### src/rtl/shift_add_mult_ctrl_pkg.sv
// Shared definitions for the iterative shift-and-add multiplier controller:
// default geometry and the sequencer state encoding.
package shift_add_mult_ctrl_pkg;

    localparam int MULT_WIDTH  = 32;
    localparam int MULT_CNT_W  = 5;
    localparam int MULT_PROD_W = 2 * MULT_WIDTH;

    typedef enum logic [1:0] {
        ST_IDLE = 2'd0,
        ST_RUN  = 2'd1,
        ST_FIX  = 2'd2,
        ST_OUT  = 2'd3
    } state_t;

endpackage

### src/rtl/mult_sign_fix.sv
// Conditional two's-complement negate; used for operand magnitudes and for the
// final product sign correction.
module mult_sign_fix #(
    parameter int W = 32
) (
    input  logic         neg,
    input  logic [W-1:0] din,
    output logic [W-1:0] dout
);

    // |most-negative| stays as the same bit pattern, read back as unsigned.
    assign dout = neg ? (~din + W'(1)) : din;

endmodule

### src/rtl/shift_add_mult_ctrl.sv
// Sequencer for the 32x32 shift-and-add multiplier: accept one operand pair,
// run WIDTH partial-product steps, apply sign correction, then present the product.
module shift_add_mult_ctrl
    import shift_add_mult_ctrl_pkg::*;
#(
    parameter int WIDTH = MULT_WIDTH,
    parameter int CNT_W = MULT_CNT_W
) (
    input  logic                 clk,
    input  logic                 reset,
    input  logic                 in_valid,
    output logic                 in_ready,
    input  logic                 is_signed,
    input  logic [WIDTH-1:0]     op_a,
    input  logic [WIDTH-1:0]     op_b,
    output logic                 out_valid,
    input  logic                 out_ready,
    output logic [2*WIDTH-1:0]   product,
    output logic                 busy
);

    localparam int PW = 2 * WIDTH;
    localparam logic [CNT_W-1:0] CNT_LAST = CNT_W'(WIDTH - 1);

    // Handshakes: a transfer happens on a rising edge where valid && ready are
    // both high; in_ready is high only in IDLE, out_valid only in OUT, and the
    // producer holds its data stable until that transfer edge.
    state_t           state_q, state_d;
    logic             in_ready_q, in_ready_d;
    logic             out_valid_q, out_valid_d;
    logic             busy_q, busy_d;
    logic [PW-1:0]    product_q, product_d;
    logic [PW-1:0]    acc_q, acc_d;
    logic [CNT_W-1:0] cnt_q, cnt_d;
    logic [WIDTH-1:0] mag_a_q, mag_a_d;
    logic [WIDTH-1:0] mag_b_q, mag_b_d;
    logic             neg_q, neg_d;

    logic [WIDTH-1:0] abs_a, abs_b;
    logic [PW-1:0]    acc_fixed;
    logic [PW-1:0]    partial;

    mult_sign_fix #(.W(WIDTH)) u_abs_a (
        .neg  (is_signed & op_a[WIDTH-1]),
        .din  (op_a),
        .dout (abs_a)
    );

    mult_sign_fix #(.W(WIDTH)) u_abs_b (
        .neg  (is_signed & op_b[WIDTH-1]),
        .din  (op_b),
        .dout (abs_b)
    );

    mult_sign_fix #(.W(PW)) u_prod_fix (
        .neg  (neg_q),
        .din  (acc_q),
        .dout (acc_fixed)
    );

    assign partial = mag_b_q[cnt_q] ? ({{WIDTH{1'b0}}, mag_a_q} << cnt_q) : '0;

    always_comb begin
        state_d     = state_q;
        in_ready_d  = in_ready_q;
        out_valid_d = out_valid_q;
        busy_d      = busy_q;
        product_d   = product_q;
        acc_d       = acc_q;
        cnt_d       = cnt_q;
        mag_a_d     = mag_a_q;
        mag_b_d     = mag_b_q;
        neg_d       = neg_q;
        case (state_q)
            ST_IDLE: begin
                if (in_valid && in_ready_q) begin
                    mag_a_d    = abs_a;
                    mag_b_d    = abs_b;
                    neg_d      = is_signed & (op_a[WIDTH-1] ^ op_b[WIDTH-1]);
                    acc_d      = '0;
                    cnt_d      = '0;
                    in_ready_d = 1'b0;
                    busy_d     = 1'b1;
                    state_d    = ST_RUN;
                end
            end
            ST_RUN: begin
                acc_d = acc_q + partial;
                // Counter parks on the last step so it can never wrap into an extra add.
                if (cnt_q == CNT_LAST) begin
                    state_d = ST_FIX;
                end else begin
                    cnt_d = cnt_q + CNT_W'(1);
                end
            end
            ST_FIX: begin
                product_d   = acc_fixed;
                busy_d      = 1'b0;
                out_valid_d = 1'b1;
                state_d     = ST_OUT;
            end
            ST_OUT: begin
                if (out_ready) begin
                    out_valid_d = 1'b0;
                    in_ready_d  = 1'b1;
                    state_d     = ST_IDLE;
                end
            end
            default: state_d = ST_IDLE;
        endcase
    end

    always_ff @(posedge clk) begin
        if (reset) begin
            state_q     <= ST_IDLE;
            in_ready_q  <= 1'b1;
            out_valid_q <= 1'b0;
            busy_q      <= 1'b0;
            product_q   <= '0;
            acc_q       <= '0;
            cnt_q       <= '0;
            mag_a_q     <= '0;
            mag_b_q     <= '0;
            neg_q       <= 1'b0;
        end else begin
            state_q     <= state_d;
            in_ready_q  <= in_ready_d;
            out_valid_q <= out_valid_d;
            busy_q      <= busy_d;
            product_q   <= product_d;
            acc_q       <= acc_d;
            cnt_q       <= cnt_d;
            mag_a_q     <= mag_a_d;
            mag_b_q     <= mag_b_d;
            neg_q       <= neg_d;
        end
    end

    assign in_ready  = in_ready_q;
    assign out_valid = out_valid_q;
    assign busy      = busy_q;
    assign product   = product_q;

endmodule

### config.mk
export PLATFORM = sky130hd
export DESIGN_NAME = shift_add_mult_ctrl
export DESIGN_NICKNAME = d
export VERILOG_FILES = /design/src/rtl/shift_add_mult_ctrl_pkg.sv /design/src/rtl/mult_sign_fix.sv /design/src/rtl/shift_add_mult_ctrl.sv
export SDC_FILE = /design/constraint.sdc
export NUM_CORES = 1
export LEC_CHECK = 0
export CAP_MARGIN = 20
export CORE_MARGIN = 2
export CORE_UTILIZATION = 55
export DETAILED_ROUTE_END_ITERATION = 16
export HOLD_SLACK_MARGIN = 0.12
export PLACE_DENSITY = 0.77
export REMOVE_ABC_BUFFERS = 1
export SLEW_MARGIN = 20
export SYNTH_ARGS = -nofsm -noshare
export SYNTH_HDL_FRONTEND = slang
export SYNTH_SLANG_ARGS = --single-unit
### constraint.sdc
create_clock -name clk -period 6 [get_ports clk]
set_input_delay 0.9 -clock clk [delete_from_list [all_inputs] [get_ports clk]]
set_output_delay 0.9 -clock clk [all_outputs]
set_load 0.05 [all_outputs]
# After elaboration in Yosys (flattened, before gate mapping)
# Index checks and enable logic that the tools add are counted.
# word_totals
register_bits,203
inputBits,69
wordCells,67
# op_classes
add_sub_neg,5
order_cmp,1
eq_ne,8
shift,1
n_mux,22
bitwise,7
n_reduce_logical,13
# op_table
cell,count
64-bit two-way mux,3
64-bit case mux with 2 select lines,1
32-bit by 1-bit adder with 32-bit output (second input constant),2
64-bit by 1-bit adder with 64-bit output (second input constant),1
64-bit adder,1
32-bit two-way mux,2
32-bit NOT,2
64-bit NOT,1
32-bit by 5-bit left shift with 64-bit output,1
5-bit two-way mux,2
5-bit case mux with 2 select lines,1
3-bit AND reduction,3
2-bit != test (second input constant),4
2-bit case mux with 4 select lines,1
2-bit AND reduction,4
2-bit nonzero test,4
5-bit by 6-bit less-than comparator with 1-bit output (second input constant),1
2-bit two-way mux,3
1-bit case mux with 2 select lines,3
5-bit by 1-bit adder with 5-bit output (second input constant),1
1-bit binary-select mux with 5-bit select,1
5-bit == test (second input constant),1
1-bit two-way mux,5
2-bit == test (second input constant),2
5 further kinds,7

# Depth between registers and ports, before layout
# logic_depth
ltp_word,5
mapped_depth,24

# Cells and area by module
# From an unflattened synthesis, not the netlist that was laid out.
# unflattened
hier_cells,2017
hier_area_um2,16240.6
# by_module_without_submodules
module,instances,cells_per_inst,area_each_um2,seq_area_each_um2
shift_add_mult_ctrl,1,1613,13037.5,4063.9
mult_sign_fix at u_prod_fix,1,206,1649.1,0.0
mult_sign_fix at u_abs_a ...,2,99,777.0,0.0

# Worst setup path before layout
# Ideal clock, no wire load.
# synth_path
kind,reg2reg
start,reg cnt_q[0]
end,reg acc_q[56]
setup_ps,130
arrival_ps,4868
required_ps,5870
setup_slack_ps,1002
stages_incl_launch_ff,22
n_path_buf,4
path_cell_list,dfxtp_1 buf_2 mux4_2 mux4_2 nand2b_1 clkbuf_1 and2_1 clkbuf_1 buf_1 nor2_1 ha_1 a21oi_1 o21ai_0 a311o_1 a21oi_1 a211oi_1 a31oi_1 a41oi_1 a221oi_2 o21bai_1 xnor2_1 o21ai_0
# synth_via
elab_chain_cells,5
# synth_lines
item,line_no,rtl
start: declaration,shift_add_mult_ctrl.sv:34,"logic [CNT_W-1:0] cnt_q, cnt_d;"
start signal: assignment,shift_add_mult_ctrl.sv:132,cnt_q <= cnt_d;
1-bit binary-select mux with 5-bit select,shift_add_mult_ctrl.sv:61,"assign partial = mag_b_q[cnt_q] ? ({{WIDTH{1'b0}}, mag_a_q} << cnt_q) : '0;"
1-bit two-way mux (implied by the code),shift_add_mult_ctrl.sv:61,
64-bit two-way mux *,shift_add_mult_ctrl.sv:61,
64-bit adder *,shift_add_mult_ctrl.sv:88,acc_d = acc_q + partial;
64-bit case mux with 2 select lines *,shift_add_mult_ctrl.sv:74,case (state_q)
end signal: assignment,shift_add_mult_ctrl.sv:120,acc_q <= '0;
end signal: assignment,shift_add_mult_ctrl.sv:131,acc_q <= acc_d;
end: declaration,shift_add_mult_ctrl.sv:33,"logic [PW-1:0] acc_q, acc_d;"
# Every way passes the cells marked *; elsewhere a longest branch is shown, timed or not. The select of a mux whose other input is x is not followed.
# A chain may end at the register's enable or synchronous reset.

# Worst setup path in the final report
# Ends and elaborated chain as after synthesis.

==> reports/results.txt <==
status: complete, no violations
RSZ-0062 raised after global routing: false
TritonCTS Buffers: 24
post-layout min period: 5530 ps
die width: 172 µm
vias in the first global route: 13.5k
Total GRT Usage: 0.290
final hold vios: 0
CTS Buffer Depth: 3
Final WS setup: 467 ps
Startpoint Class: register
post-route DRC violation count: 0
met3 Track Usage GR: 0.0355
io pins: 136
Worst Setup End Kind: register
Period Utilization, post-route: 0.922
class of the worst hold path: reg2reg
H-tree depth: 1
Worst slew margin: 0.327
Cells after Synth: 1982
RePlAce Congestion: 0.944
die height: 172 µm
Area Growth Syn to Fin: 15.1%
clk slew on worst S/H paths: 60 ps
maximum VDD drop: 0.188 mV
post-cts sizing count: 0
critical path fanouts, max: 10
clk root buf: clkbuf_16
total length of routed wires: 44000 µm
CTS tree: done
global route overflow: 0
Crit path arrival time: 5930 ps
Synth Area per Inst: 7.84 µm²
Ys Warns: 0
post-CTS setup buffer count: 0
sequential fraction of the synthesis area: 0.262
Placeable Area: 27800 µm²
DR WL/cell: 18.1 µm
Max Cap Viol: 0
share of layout cells above drive strength 1: 0.0742
Nets: 2175
Pwr Density: 326 nW/µm²
Initial Util: 0.559
Post-synth ARST share: 0
Die ar.: 29600 µm²
clk_lat worst skew: 530 ps
initial antenna violation count: 0
global-route wire length before repair: 69200 µm
maximum clock frequency: 181 MHz
Syn Std Cell Area: 15500 µm²
Hold Buf Count CTS: 0
Top FF cell, synth: dfxtp_1
number of synthesized flops with an enable pin: 0
remaining antenna violation count after routing: 0
largest net degree at the start of global routing: 99
port bufs: 135
fillcell total: 2487
met1 Usage GRT: 0.391
clk sinks: 203
Netlist cell types: 78
pre-CTS setup slack: 513 ps
final instance area: 17900 µm²
Post-DP HPWL: 33500 µm
grt peak-use layer: met2
Finish-stage setup viols: 0
WP data required: 6400 ps
Static Leak: 6.66 nW
row count: 61
area of the multi-input gates: 10800 µm²
Vias: 14.6k
clk_skew: 12.2 ps
Seq. cell area: 4070 µm²
Setup CP Type: reg2reg
final max-slew violation count: 0
drt pass-1 iters: 6
Yosys reg bits: 203
cell area after placement: 17000 µm²
antenna fix cells: 0
Slew @ Worst Pin: 1000 ps
global-route met2 utilization: 0.487
Vias per Instance: 6.02
initial DRC count: 1089
## per-stage QoR
step / cells / util / total power [mW] / hold slack (ps) / TNS (ps)
floorplan: 1854 / - / 3.53 / 423 / -31960
global placement: 2384 / 0.613 / 4.21 / 443 / 0
detailed placement: 2384 / 0.613 / 4.26 / 447 / 0
CTS: 2427 / 0.644 / 5.85 / 453 / 0
global route: 2427 / 0.644 / 6.15 / 472 / 0
finish: 2427 / 0.644 / 5.84 / 452 / 0
## Yosys cell counts (3+ instances only)
| library cell | instances | area (µm²) |
|---|---|---|
| nor2_1 | 290 | 1090 |
| dfxtp_1 | 203 | 4060 |
| nand2_1 | 185 | 694 |
| a21oi_1 | 140 | 701 |
| o21ai_0 | 116 | 581 |
| a211oi_1 | 108 | 811 |
| clkbuf_1 | 107 | 402 |
| xor2_1 | 95 | 832 |
| xnor2_1 | 75 | 657 |
| ha_1 | 73 | 913 |
| mux2i_1 | 54 | 541 |
| inv_1 | 47 | 176 |
| a22oi_1 | 37 | 278 |
| nor3_1 | 35 | 175 |
| a21o_1 | 33 | 248 |
| mux4_2 | 33 | 743 |
| nand3_1 | 25 | 125 |
| mux2_2 | 24 | 270 |
| nand4_1 | 24 | 150 |
| nor2b_1 | 22 | 138 |
| o31ai_1 | 19 | 143 |
| nor4_1 | 18 | 113 |
| or3_1 | 18 | 113 |
| and2_1 | 17 | 106 |
| o21bai_1 | 14 | 105 |
| buf_1 | 13 | 48.8 |
| o21ai_1 | 12 | 60.1 |
| a311oi_1 | 11 | 96.3 |
| and3_1 | 11 | 68.8 |
| o21a_1 | 10 | 75.1 |
| a31oi_1 | 9 | 56.3 |
| nand2b_1 | 9 | 56.3 |
| o41ai_1 | 9 | 78.8 |
| buf_2 | 8 | 40.0 |
| or4_1 | 8 | 60.1 |
| nor3b_1 | 5 | 37.5 |
| o211ai_1 | 5 | 37.5 |
| a21oi_2 | 4 | 35.0 |
| nand3b_1 | 4 | 30.0 |
| o22a_1 | 4 | 35.0 |
| a41oi_1 | 3 | 26.3 |
| or2_2 | 3 | 18.8 |
## flip-flops by register name (all words and copies together) (netlist names), 2 cells and up
register	flops
acc_q	64
product	64
mag_a_q	32
mag_b_q	32
cnt_q	5
state_q	2
## cell type report
cell class | count | share of cell area
clock inverters | 11 | 0.00931
inverters | 47 | 0.00987
clock buffers | 32 | 0.0387
multi-input cells | 1604 | 0.606
flip-flops and latches | 203 | 0.228
repair buffers | 152 | 0.0826
well taps | 378 | 0.0264
## cells in the final DEF (no fill, tap or decap), drive strengths merged, types with 24 or more instances in the layout
cell type      netlist  layout
a211oi             108     108
a21o                33      33
a21oi              144     144
a22oi               37      37
clkbuf             107      32
clkdlybuf4s50        0     134
dfxtp              203     203
ha                  73      73
inv                 47      49
mux2                24      24
mux2i               54      54
mux4                33      33
nand2              185     185
nand3               26      26
nand4               24      24
nor2               290     290
nor3                37      37
o21ai              128     128
xnor2               75      75
xor2                95      95
## metal layers
metal,up-vias,share of wire
met4,0,0.027
li1,7287,-
met3,82,0.058
met5,-,0
met2,466,0.46
met1,6776,0.46
## cell families after synthesis
kind of cell    count (synthesis)  synth area share
compound gates                562             0.238
simple gates                  687             0.201
mux                           111             0.100
xor+xnor                      170            0.0959
flops                         203             0.262
buf+inv                       175            0.0429
fa+ha+maj                      74            0.0601
## power breakdown
part | switching (mW) | leakage [nW] | internal [mW]
Clock | 0.601 | 0.426 | 0.982
Combinational | 1.55 | 4.58 | 0.890
Sequential | 0.201 | 1.65 | 1.61
## critical path, cell delays in order (launching register included)
cell and delay [ps]:
dfxtp_2 520, mux4_2 550, mux4_2 490, nand2b_1 290, or2_1 250, nor2_1 90
and2_1 180, ha_1 200, inv_1 70, fa_1 210, and2b_1 200, o2111ai_1 290
nand2_1 160, a21boi_1 300, o21ai_1 170, a31oi_1 160, buf_4 160, a41oi_1 240
a221oi_2 470, o21bai_1 150, xnor2_1 140, o21ai_0 80
## final timing paths
check / startpoint / endpoint / slack, ps / cells past startpoint
worst max-delay path: cnt_q[0] / acc_q[56] / 470 / 21
worst min-delay path: mag_b_q[17] / mag_b_q[17] / 450 / 2
worst max register to register: cnt_q[0] / acc_q[56] / 470 / 21
worst min register to register: mag_b_q[17] / mag_b_q[17] / 450 / 2
Power figures use the tool's default switching activity.
